File: config.mk
export PLATFORM = sky130hd
export DESIGN_NAME = seq_divider
export DESIGN_NICKNAME = d
export VERILOG_FILES = /design/src/rtl/div_pkg.sv /design/src/rtl/div_step.sv /design/src/rtl/seq_divider.sv
export SDC_FILE = /design/constraint.sdc
export NUM_CORES = 1
export LEC_CHECK = 0
export CORE_ASPECT_RATIO = 0.5
export CORE_MARGIN = 2
export CORE_UTILIZATION = 53
export DETAILED_ROUTE_END_ITERATION = 7
export PLACE_DENSITY_LB_ADDON = 0.3
export SYNTH_ARGS = -nofsm -noshare
export SYNTH_HDL_FRONTEND = slang
export SYNTH_SLANG_ARGS = --single-unit
File: constraint.sdc
create_clock -name clk -period 3.7 [get_ports clk]
set_clock_uncertainty 0.1 [all_clocks]
set_input_delay 0.37 -clock clk [delete_from_list [all_inputs] [get_ports clk]]
set_output_delay 0.37 -clock clk [all_outputs]
set_load 0.01 [all_outputs]
File: src/rtl/div_pkg.sv
// Shared widths, FSM state encoding and counter sizing for the sequential divider.
package div_pkg;

  localparam int DIVIDEND_W_DEF = 16;
  localparam int DIVISOR_W_DEF  = 8;

  // Step counter must be able to hold DIVIDEND_W
  localparam int CNT_W = $clog2(DIVIDEND_W_DEF + 1);

  typedef enum logic [1:0] {
    IDLE = 2'd0,
    RUN  = 2'd1,
    DONE = 2'd2
  } state_e;

endpackage

File: src/rtl/div_step.sv
// One restoring-division step: shift in a dividend bit, compare, conditionally subtract.
module div_step #(
  parameter int DIVISOR_W = 8
) (
  input  logic [DIVISOR_W-1:0] rem_i,
  input  logic                 bit_i,
  input  logic [DIVISOR_W-1:0] divisor_i,
  output logic [DIVISOR_W-1:0] rem_o,
  output logic                 q_bit_o
);

  logic [DIVISOR_W:0]   shifted;
  logic [DIVISOR_W-1:0] diff;

  // The restored remainder stays below the divisor, so after a subtraction the
  // true difference always fits in DIVISOR_W bits.
  always_comb begin
    shifted = {rem_i, bit_i};
    q_bit_o = (shifted >= {1'b0, divisor_i});
    diff    = shifted[DIVISOR_W-1:0] - divisor_i;
    rem_o   = q_bit_o ? diff : shifted[DIVISOR_W-1:0];
  end

endmodule

File: src/rtl/seq_divider.sv
// Sequential unsigned restoring divider, one quotient bit per clock, MSB first.
// Optional DIV_ZERO_DETECT_EN: zero divisor short-circuits straight to DONE and raises div_by_zero.
module seq_divider
  import div_pkg::*;
#(
  parameter int DIVIDEND_W = DIVIDEND_W_DEF,
  parameter int DIVISOR_W  = DIVISOR_W_DEF
) (
  input  logic                  clk,
  input  logic                  rst_n,
  input  logic                  start,
  input  logic [DIVIDEND_W-1:0] dividend,
  input  logic [DIVISOR_W-1:0]  divisor,
  output logic                  busy,
  output logic                  done,
  output logic [DIVIDEND_W-1:0] quotient,
  output logic [DIVISOR_W-1:0]  remainder,
  output logic                  div_by_zero
);

  localparam int CW = $clog2(DIVIDEND_W + 1);

  state_e                  state_q, state_d;
  logic [CW-1:0]           cnt_q, cnt_d;
  // Dividend bits leave at the MSB while quotient bits enter at the LSB
  logic [DIVIDEND_W-1:0]   dq_q, dq_d;
  logic [DIVISOR_W-1:0]    dsr_q, dsr_d;
  logic [DIVISOR_W-1:0]    rem_q, rem_d;
  logic [DIVIDEND_W-1:0]   quo_q, quo_d;
  logic [DIVISOR_W-1:0]    rmd_q, rmd_d;

  logic [DIVISOR_W-1:0]    rem_nxt;
  logic                    q_bit;
  logic                    last_step;
  logic                    accept;
  logic                    zero_skip;

  div_step #(.DIVISOR_W(DIVISOR_W)) u_step (
    .rem_i     (rem_q),
    .bit_i     (dq_q[DIVIDEND_W-1]),
    .divisor_i (dsr_q),
    .rem_o     (rem_nxt),
    .q_bit_o   (q_bit)
  );

  assign last_step = (cnt_q == CW'(DIVIDEND_W - 1));
  assign accept    = (state_q == IDLE) && start;

`ifdef DIV_ZERO_DETECT_EN
  assign zero_skip = (divisor == '0);
`else
  assign zero_skip = 1'b0;
`endif

  // State register
  always_ff @(posedge clk or negedge rst_n) begin
    if (!rst_n) state_q <= IDLE;
    else        state_q <= state_d;
  end

  // Next-state logic
  always_comb begin
    state_d = state_q;
    case (state_q)
      IDLE:    if (start) state_d = zero_skip ? DONE : RUN;
      RUN:     if (last_step) state_d = DONE;
      DONE:    state_d = IDLE;
      default: state_d = IDLE;
    endcase
  end

  // Outputs decoded from state
  always_comb begin
    busy = 1'b0;
    done = 1'b0;
    case (state_q)
      RUN:     busy = 1'b1;
      DONE:    begin busy = 1'b1; done = 1'b1; end
      default: ;
    endcase
  end

  // Datapath next-state
  always_comb begin
    cnt_d = cnt_q;
    dq_d  = dq_q;
    dsr_d = dsr_q;
    rem_d = rem_q;
    quo_d = quo_q;
    rmd_d = rmd_q;
    if (accept) begin
      cnt_d = '0;
      dq_d  = dividend;
      dsr_d = divisor;
      rem_d = '0;
      if (zero_skip) begin
        quo_d = '1;
        rmd_d = dividend[DIVISOR_W-1:0];
      end
    end else if (state_q == RUN) begin
      cnt_d = cnt_q + CW'(1);
      dq_d  = {dq_q[DIVIDEND_W-2:0], q_bit};
      rem_d = rem_nxt;
      if (last_step) begin
        quo_d = {dq_q[DIVIDEND_W-2:0], q_bit};
        rmd_d = rem_nxt;
      end
    end
  end

  always_ff @(posedge clk or negedge rst_n) begin
    if (!rst_n) begin
      cnt_q <= '0;
      dq_q  <= '0;
      dsr_q <= '0;
      rem_q <= '0;
      quo_q <= '0;
      rmd_q <= '0;
    end else begin
      cnt_q <= cnt_d;
      dq_q  <= dq_d;
      dsr_q <= dsr_d;
      rem_q <= rem_d;
      quo_q <= quo_d;
      rmd_q <= rmd_d;
    end
  end

  assign quotient  = quo_q;
  assign remainder = rmd_q;

`ifdef DIV_ZERO_DETECT_EN
  logic dbz_q, dbz_d;

  // Set by the skip path, cleared by any division that completes through RUN
  always_comb begin
    dbz_d = dbz_q;
    if (accept && zero_skip)             dbz_d = 1'b1;
    else if (state_q == RUN && last_step) dbz_d = 1'b0;
  end

  always_ff @(posedge clk or negedge rst_n) begin
    if (!rst_n) dbz_q <= 1'b0;
    else        dbz_q <= dbz_d;
  end

  assign div_by_zero = dbz_q;
`else
  assign div_by_zero = 1'b0;
`endif

endmodule
### Yosys cells after proc, flatten, opt, wreduce, memory -nomap -nowiden

Index checks and enable logic that the tools add are counted.

* flip-flop bits (word level): 63
* input bits: 27

* add/sub/neg operators: 2
* order comparisons: 1
* equality and inequality tests: 5
* mux-type cells: 12
* bitwise gates (word level): 1
* reduce and logical (&&, ||, !) cells: 6

Operators by type and width (count)
* 16-bit 2-to-1 mux: 2
* 8-bit 2-to-1 mux: 3
* 5-bit 2-to-1 mux: 2
* 9-bit by 8-bit >= comparator with 1-bit output: 1
* 8-bit subtractor: 1
* 5-bit by 1-bit adder with 5-bit output, second input constant: 1
* 5-bit by 4-bit == test with 1-bit output, second input constant: 1
* 2-bit 2-to-1 mux: 2
* 2-bit != test, second input constant: 2
* 2-bit case mux with 2 select lines: 1
* 3-bit AND reduction: 1
* 2-bit by 1-bit == test with 1-bit output, second input constant: 1
* 2-bit == test, second input constant: 1
* 2-bit logical NOT: 1
* 1-bit 2-to-1 mux: 2
* 2-bit AND reduction: 1
* 2-bit nonzero test: 1
* 2-bit OR reduction: 1
* 1-bit logical AND: 1
* 1-bit NOT: 1

### Depth between registers and ports, before layout

Gate-level depths: netlist (run 1).

* word-level depth: 4
* gate-level depth with buffers: 8

### Cells and area by module

From an unflattened synthesis (run 1), not the netlist that was laid out.

* cells, all modules: 287
* area total of the unflattened synthesis: 3298.2 µm²

Modules (own cells, without submodules)
* seq_divider: times used 1, cells an instance 221, area an instance 2758.9 µm²
* div_step: times used 1, cells an instance 66, area an instance 539.3 µm²

### Worst setup path after synthesis (run 1)

Ideal clock, no wire load.

* path kind: register to register
* from: register rem_q[3]
* to: register rem_q[6]
* arrival time: 1.736 ns
* data required time: 3.458 ns
* setup slack: 1.722 ns
* cell stages (with the launch flop): 7
* buffers on the path: 0
* clock period less this slack: 1.978 ns
* cell sequence: dfrtp_1 -> ha_1 -> a21o_1 -> a31o_1 -> o221a_2 -> o22ai_1 -> a31oi_1

* word-level cells in the longest chain between the ends: 4
* elaborated cells between the ends (all ways): 5
* those cells by class: add/sub: 1; order compare: 1; mux: 3

RTL lines
* start: declaration: RTL line seq_divider.sv:28 `logic [DIVISOR_W-1:0] rem_q, rem_d;`
* start signal: assignment: RTL line seq_divider.sv:123 `rem_q <= rem_d;`
* 8-bit subtractor / 9-bit by 8-bit >= comparator with 1-bit output (equally long branches): RTL line div_step.sv:20, div_step.sv:19
* 8-bit 2-to-1 mux *: RTL line div_step.sv:21 `rem_o = q_bit_o ? diff : shifted[DIVISOR_W-1:0];`
* 8-bit 2-to-1 mux *: RTL line seq_divider.sv:100 `end else if (state_q == RUN) begin`
* 8-bit 2-to-1 mux *: RTL line seq_divider.sv:91 `if (accept) begin`

Mark *: on every way between the ends. The rest lies on a longest branch, timed or not. The select of a mux whose other input is x is not followed.
A chain may end at the register's enable or synchronous reset.

### Worst setup path in the final report (run 1)

* from: register state_q[1]
* to: register rmd_q[0] (netlist: remainder[0])

* word-level cells in the longest chain between the ends: 4
* elaborated cells between the ends (all ways): 5
* those cells by class: eq/ne: 1; bitwise: 1; reduce/logical: 3

RTL lines
* start: declaration: RTL line seq_divider.sv:23 `state_e state_q, state_d;`
* start signal: assignment: RTL line seq_divider.sv:58 `else state_q <= state_d;`
* 2-bit logical NOT: RTL line seq_divider.sv:47 `assign accept = (state_q == IDLE) && start;`
* 1-bit logical AND: RTL line seq_divider.sv:47
* 1-bit NOT (no source line)
* 3-bit AND reduction (no source line) *
* end signal: assignment: RTL line seq_divider.sv:125 `rmd_q <= rmd_d;`
* end: declaration: RTL line seq_divider.sv:30 `logic [DIVISOR_W-1:0] rmd_q, rmd_d;`

Mark *: on every way between the ends. The rest lies on a longest branch, timed or not.

==> impl_metrics.csv, run 1 <==
group,metric,value,unit
outcome,status,"completed",
cts,cts_tree,"yes",
global_routing,track_usage,25.9,%
setup_path,cp_common_cell,"inv_1",
power,ir_drop,0.470,mV
setup_path,slowest_stage,"ha_1",
timing,setup_viol,0,
final_layout,area_growth,26.7,%
power,p_switching,0.00146,W
yosys,synth_top_area_share,49.2,%
cts,cts-buffers-inserted,9,
detailed_routing,wirelength,7880,microns
power,power.density,866,nW/um^2
place,port_buffers,52,
setup_path,regToRegSetupSlack,1.03,ns
timing,fmax,0.374,GHz
power,power.leakage,1.85,nW
setup_path,max_stage_delay,0.55,ns
global_routing,grt_pass1_wl,13200,microns
floorplanning,core-area,5660,sq um
floorplanning,io_pins,54,
yosys,synth.area.top_cells,"dfrtp_1 (49%), nand2_1 (9.7%), ha_1 (5.5%), o21ai_0 (5.5%), mux2i_1 (5.3%)",
setup_path,critPathRequiredTime,3.82,ns
setup_path,crit_fanout,19,
detailed_routing,drtIter0Drc,235,
yosys,postSynthAreaPerCell,9.48,sq um
timing,drv_slew,0,
yosys,yosysTopAreaCell,"dfrtp_1",
power,combinationalPowerShare,45.8,%
yosys,yosysMostFrequentCell,"nand2_1",
power,clkPwrFrac,24.2,%
setup_path,crit_type,"reg2reg",
detailed_routing,first_pass_iters,4,
yosys,netlist_instances,338,
floorplanning,start_util,56.7,%
floorplanning,dieArea,6720,sq um
cts,hold_buffers,0,
global_routing,met1_usage,33.6,%
run,cap_violations,0,
power,intPower,0.00206,W
global_routing,grt-ovfl-total,0,
floorplanning,placementRows,19,
cts,clock_sinks,63,
cts,cts_setup_buffers,0,
timing,rsz0062_at_grt,"false",
timing,period_share,72.2,%
setup_path,endpoint_kind,"flop",
detailed_routing,antenna_left,0,
floorplanning,die_height,59.0,microns
timing,tightest_slew,0.887,ns
cts,cts.clk_slew.worst_paths,0.06,ns
setup_path,path_cells,"inv_1 > ha_1 > inv_1 > nor3_4 > buf_4 > nand4_1 > o311ai_1",
yosys,ys_ff_latch,63,
timing,maxSlewHeadroom,40.7,%
detailed_routing,via_per_inst,5.74,
cts,root_buffer,"clkbuf_16",
timing,post-route-min-period,2.67,ns
cts,clock_latency,0.33,ns
yosys,synth_seq_area_share,49.2,%
final_layout,nets,430,
min_path,hold_path.class,"in2async",
final_layout,final_layout_size_suffix_gt1_share,9.41,%
place,place_congestion,0.925,
yosys,synth_fp_nets,380,
global_routing,use_met2,41.3,%
cts,htreeDepth,3,
yosys,yosysWarnings,0,
power,seq_power_share,30.0,%
setup_path,worstSetupStartpointType,"flop",
power,swShare,41.5,%
yosys,yosys-top-cells-count,"nand2_1 (83), dfrtp_1 (63), o21ai_0 (35)",
setup_path,arrival,2.79,ns
yosys,synthDistinctLibCells,50,
yosys,syn_area,3210,sq um
final_layout,postLayoutCoreUtil,71.8,%
timing,finalSetupTns,0,ns
cts,clockBufferDepth,2,
detailed_routing,remaining_drc_errors,0,
detailed_routing,routed-via-count,2674,
place,hpwlAfterDp,5200,microns
timing,hold_violations,0,
yosys,synth_ff_type,"dfrtp_1",
global_routing,antenna_found_initial,0,
cts,cts_resized,0,
global_routing,use_met3,8.59,%
global_routing,grt_max_degree,55,
yosys,synth_edf_count,0,
final_layout,n_fill_cell,417,
global_routing,first_global_vias,2656,
detailed_routing,wl_per_cell,16.9,microns
final_layout,antenna_cells,0,
global_routing,top_usage_layer,"met2",
power,power.total,0.00352,W
yosys,ys_async_sr_fraction,100,%
floorplanning,die_x,114,microns
power by group through the flow:
stage | Sequential, W | Clock, W | Combinational [W]
2_1_floorplan | 0.00101 | 0 | 0.00122
3_3_place_gp | 0.00105 | 0 | 0.00155
3_5_place_dp | 0.00106 | 0 | 0.00157
4_1_cts | 0.00105 | 0.000854 | 0.00160
5_1_grt | 0.00108 | 0.000890 | 0.00179
6_report | 0.00105 | 0.000851 | 0.00161
per-layer routing:
metal | share of wire, % | vias to the layer above
li1 | - | 1271
met2 | 47 | 96
met3 | 8.1 | 11
met5 | 0 | -
met1 | 44 | 1296
met4 | 1.3 | 0
worst max-delay path, delay by kind of cell (launching register included):
family	cells	cell delay, ns
AOI/OAI and AO/OA	1	0.13
adders and majority gates	1	0.55
buffers and inverters	3	0.75
DFF	1	0.38
and+or+nand+nor	2	0.64
metrics by stage:
stage	setup WS [ns]	cell area [sq um]	hold WS, ns	cells
after floorplan	1.72	3210	-0.0256	338
after CTS	1.08	4060	0.0910	466
after detailed placement	1.13	3760	0.367	450
final	1.03	4060	0.0461	466
after global placement	1.22	3760	0.360	450
after global routing	0.801	4060	0.144	466
layout by cell type (no fill, tap or decap), drive strengths merged, types with 2 or more instances in the layout:
cell type / n
a211oi: 2
a21o: 3
a21oi: 6
a31oi: 12
and2: 3
buf: 5
clkbuf: 9
clkdlybuf4s50: 51
clkinv: 5
dfrtp: 63
ha: 14
inv: 15
mux2i: 17
nand2: 83
nand3: 8
nand4: 3
nor2: 15
nor2b: 3
nor3: 5
o211ai: 3
o21a: 2
o21ai: 38
o22ai: 2
o311ai: 3
xnor2: 3
xor2: 3
state kept, by name (all words and copies together), names as in the netlist:
| signal | cells |
|---|---|
| cnt_q | 5 |
| dq_q | 16 |
| dsr_q | 8 |
| quotient | 16 |
| rem_q | 8 |
| remainder | 8 |
| state_q | 2 |
final timing paths:
path	start	to	cells past startpoint
hold / removal	rst_n	dsr_q[3]$_DFFE_PN0P_	1
max in group asynchronous	rst_n	quotient[10]$_DFFE_PN0P_	2
setup reg to reg	state_q[1]$_DFFE_PN0P_	remainder[0]$_DFFE_PN0P_	7
min in group clk	quotient[6]$_DFFE_PN0P_	quotient[6]$_DFFE_PN0P_	2
hold reg to reg	quotient[6]$_DFFE_PN0P_	quotient[6]$_DFFE_PN0P_	2
setup / recovery	state_q[1]$_DFFE_PN0P_	remainder[0]$_DFFE_PN0P_	7
layout make-up:
class	count	area, sq um	area share (%)
Clock buffer	9	225	5.55
Multi-Input combinational cell	243	1490	36.7
Inverter	15	56.3	1.39
Timing Repair Buffer	56	546	13.4
Tap cell	73	91.3	2.25
Sequential cell	63	1580	38.8
Clock inverter	7	73.8	1.82
cell families (layout without fill, tap and decap cells):
| logic type | count (synthesis) | after routing | synth area share [%] |
|---|---|---|---|
| adders and majority gates | 15 | 15 | 6.09 |
| and+or+nand+nor | 125 | 125 | 17.6 |
| DFF | 63 | 63 | 49.2 |
| AOI/OAI and AO/OA | 78 | 78 | 15.4 |
| xor gates and xnor gates | 6 | 6 | 1.64 |
| buffers and inverters | 32 | 87 | 4.33 |
| muxes | 18 | 18 | 5.66 |
| other | 1 | 1 | 0.117 |
(Power assumes the default switching activity.)
==> inputs of run 2 (changes only) <==
CORE_UTILIZATION = 48   (was 53)
clock period = 2.1 ns   (was 3.7 ns; I/O delays follow)
==> impl_metrics.csv, run 2 (synthesized netlist as in run 1, its figures left out) <==
group,metric,value,unit
timing,fmax,0.477,GHz
setup_path,path_cells,"ha_2 > nor2_4 > a21oi_4 > o221ai_4 > buf_6 > a21o_2 > a31oi_2",
outcome,status,"completed",
final_layout,area_growth,38.0,%
cts,cts-buffers-inserted,9,
floorplanning,core-area,6260,sq um
timing,finalSetupTns,0,ns
detailed_routing,wl_per_cell,16.3,microns
cts,clock_latency,0.33,ns
min_path,hold_path.class,"in2async",
floorplanning,dieArea,7390,sq um
floorplanning,io_pins,54,
global_routing,antenna_found_initial,0,
setup_path,reg2reg_from,"rem_q[1]$_DFFE_PN0P_",
global_routing,grt_max_degree,53,
place,place_inst,484,
global_routing,track_usage,23.6,%
setup_path,crit_path_start,"rem_q[1]$_DFFE_PN0P_",
place,port_buffers,52,
place,hpwlAfterDp,5670,microns
power,power.leakage,1.98,nW
setup_path,max_stage_delay,0.45,ns
place,place_congestion,0.906,
timing,worst_slack,0.00237,ns
floorplanning,placementRows,20,
final_layout,nets,454,
final_layout,postLayoutCoreUtil,70.7,%
detailed_routing,drtIter0Drc,204,
detailed_routing,antenna_left,0,
run,cap_violations,0,
timing,period_share,99.9,%
final_layout,n_fill_cell,474,
timing,setup_viol,0,
detailed_routing,first_pass_iters,4,
final_layout,mostFrequentLayoutCells,"nand2_1 (82), dfrtp_1 (63), clkdlybuf4s50_1 (51)",
final_layout,register_area,1580,sq um
cts,cts_tree,"yes",
setup_path,crit_type,"reg2reg",
detailed_routing,wirelength,8220,microns
global_routing,grt_pass1_wl,13200,microns
timing,rsz0062_at_grt,"true",
cts,clockBufferDepth,2,
global_routing,first_global_vias,2770,
floorplanning,die_x,120,microns
setup_path,slowest_stage,"dfrtp_1",
setup_path,worstSetupStartpointType,"flop",
final_layout,antenna_cells,0,
setup_path,crit_fanout,6,
cts,htreeDepth,3,
final_layout,final_layout_size_suffix_gt1_share,19.2,%
final_layout,layout.cells.most_common,"nand2_1",
cts,root_buffer,"clkbuf_16",
final_layout,fin_area,4420,sq um
cts,clock_sinks,63,
floorplanning,die_height,61.8,microns
setup_path,endpoint_kind,"flop",
global_routing,grt-ovfl-total,0,
place,post-place-ws,0.00248,ns
power,power.density,1560,nW/um^2
place,dpl_cell_area,3950,sq um
timing,hold_violations,0,
final_layout,multiInputGateArea,1650,sq um
detailed_routing,via_per_inst,5.40,
timing,post-route-min-period,2.10,ns
final_layout,final_cells,505,
cts,cts.clk_slew.worst_paths,0.06,ns
setup_path,arrival,2.24,ns
timing,drv_slew,0,
setup_path,critPathRequiredTime,2.24,ns
power,ir_drop,0.809,mV
setup_path,r2r_cells,7,
detailed_routing,routed-via-count,2727,
detailed_routing,remaining_drc_errors,0,
floorplanning,start_util,51.2,%
[run 2: cell count changes in the layout (fill, tap and decap cells not counted), sizes merged]
cell and delta:
buf +23, clkinvlp +2, bufinv -1, clkinv -1
dlygate4sd3 +1
[run 2: stage by stage]
| step | hold WS [ns] | power, W |
|---|---|---|
| after floorplan | -0.186 | 0.00393 |
| after global placement | 0.0155 | 0.00481 |
| after detailed placement | 0.0245 | 0.00490 |
| after CTS | 0.207 | 0.00640 |
| after global routing | 0.248 | 0.00733 |
| final | 0.212 | 0.00689 |
[run 2: final timing paths]
check                                                to  slack, ns
worst max register to register     rem_q[1]$_DFFE_PN0P_      0.002
worst min-delay path               dsr_q[0]$_DFFE_PN0P_       0.21
worst min register to register  quotient[3]$_DFFE_PN0P_       0.37
worst max-delay path               rem_q[1]$_DFFE_PN0P_      0.002
max in group asynchronous          rem_q[5]$_DFFE_PN0P_       1.11
min in group clk                   dq_q[10]$_DFFE_PN0P_       0.33
[run 2: what timing repair did]
action	4_1_cts	5_1_grt
resized for setup	4	28
hold buffers	1	0
endpoints found under the hold margin	11	0
setup endpoints to repair	10	18
pin swaps	2	12
gates cloned	0	0
setup buffers	0	4
[run 2: report_power, final]
part	internal, W	switching, W	total [W]
sequential	0.00157	0.000284	0.00186
combinational	0.00163	0.00204	0.00367
clock	0.000796	0.000561	0.00136
total	0.00400	0.00289	0.00689
[run 2: worst max-delay path, delay by kind of cell, from the launching register on]
kind	cells	cell delay, ns
adder cells (fa/ha/maj)	1	0.43
AND/OR/NAND/NOR	1	0.06
flip-flops	1	0.45
AO/OA/AOI/OAI	4	0.80
buffers and inverters	1	0.18
[run 2: cell type report]
type,instances,share of cell area [%]
Multi-Input combinational cell,243,37.2
Sequential cell,63,35.6
Timing Repair Buffer,80,17.2
Clock buffer,9,5.09
Tap cell,88,2.49
Inverter,15,1.27
Clock inverter,7,1.13
[run 2: routing by layer]
| layer | vias up | GRT usage, % | routed length, microns |
|---|---|---|---|
| met4 | 0 | 7.90 | 137 |
| met5 | - | 0 | 0 |
| met2 | 83 | 43.0 | 4010 |
| li1 | 1312 | - | - |
| met3 | 14 | 6.57 | 413 |
| met1 | 1318 | 28.2 | 3660 |
==> variant (flow settings as in run 2) <==
The package constant `DIVISOR_W_DEF` goes from 8 to 6.
--- a/src/rtl/div_pkg.sv
+++ b/src/rtl/div_pkg.sv
@@ -3,5 +3,5 @@
 
   localparam int DIVIDEND_W_DEF = 16;
-  localparam int DIVISOR_W_DEF  = 8;
+  localparam int DIVISOR_W_DEF  = 6;
 
   // Step counter must be able to hold DIVIDEND_W
Interface: changed (resized divisor and remainder); port bits go from 54 to 50. No check against the original RTL was run, so the function may have changed too.
==> variant against run 2 <==
- synthesized area fell by 13%
- first-iteration DRC count decreased by 60%
- core utilization shrank 1.9 points
- sequential share of layout area up 1.8 points
- wire length shrank 25%
- global-route usage decreased by 3.4 points
- clock power increased by 13%
- setup slack better by 0.024 ns
- final area down 14%
- count of clock-buffer cells in the layout did not move
- power decreased by 15%
- sequential cell count decreased by 6
- critical endpoint is now rem_q[2]
==> variant: results (changes against run 2) <==
status completed; Sequential Area 1430 µm² (-9.5%); placed standard-cell area 3380 µm² (-14%); CP max stage delay 0.50 ns (+0.05 ns); WHS 0.282 ns (+0.0708 ns); VDD IR max 940 µV (+16%); drt initial violations 81 (-60%); Design Area, Final 3810 µm² (-14%); met1 wire length 2.79 mm (-24%); reg2reg start dsr_q[0]; placed cells 376 (-22%); post-DP HPWL 3.91 mm (-31%); Register-to-Register Path Depth 6 (-1); drt wl/cell 15.6 µm (-4.4%); Placer Congestion 0.795 (-12%); Final nets 356 (-22%); fillers 407 (-14%); Yosys cell types 33 (-34%); largest net degree at the start of global routing 28 (-47%); Worst R2R End rem_q[2]; total core area 5540 µm² (-11%); # port buffers 48 (-7.7%); area occupied by multi-input gates 1320 µm² (-20%); syn nets 294 (-23%); top post-synthesis cells by area dfrtp_1, mux2i_1, mux2_2, ha_1, o21ai_0; Critical Path Fanout Max 8 (+2); most frequent cells after synthesis dfrtp_1, nand2_1, o21ai_0, mux2i_1, mux2_2; number of global-route vias before repair 2,126 (-23%); Critical Path AT 2.16 ns (-0.08 ns); share of cells above drive strength 1 20.8% (+1.6 points); Inverters 13 (-2); n_taps 73 (-17%); DR WL met2 3.05 mm (-24%); buffering overhead 15.9% (-1.3 points); metal3 WL 248 µm (-40%)
-- variant: changes by cell type after synthesis, sizes merged, moves of 6 or more --
cell,change
nand3,-8
a31oi,-9
nand2,-53
o21ai,-9
dfrtp,-6
mux2,+17
-- variant: power by group --
group	total (W)	internal, W	switching, W
logic	0.00266	0.00124	0.00141
registers	0.00167	0.00143	0.000244
clock network	0.00154	0.00103	0.000507
-- variant: logic make-up (layout without fill, tap and decap cells) --
logic type / Yosys count / count (layout) / share of synthesized area (%)
fa+ha+maj: 14 / 14 / 6.59
compound gates: 52 / 52 / 11.6
other cells: 1 / 1 / 0.135
xor+xnor: 6 / 6 / 1.89
flops: 57 / 57 / 51.4
buf+inv: 27 / 94 / 4.06
simple gates: 58 / 58 / 9.07
mux: 40 / 40 / 15.2
-- variant: what timing repair did --
item | in CTS | in global routing
endpoints found under the setup margin | 14 | 14
gates resized for setup | 7 | 9
hold buffers | 1 | 0
endpoints found under the hold margin | 21 | 0
pin swaps | 3 | 6
setup buffers | 0 | 2
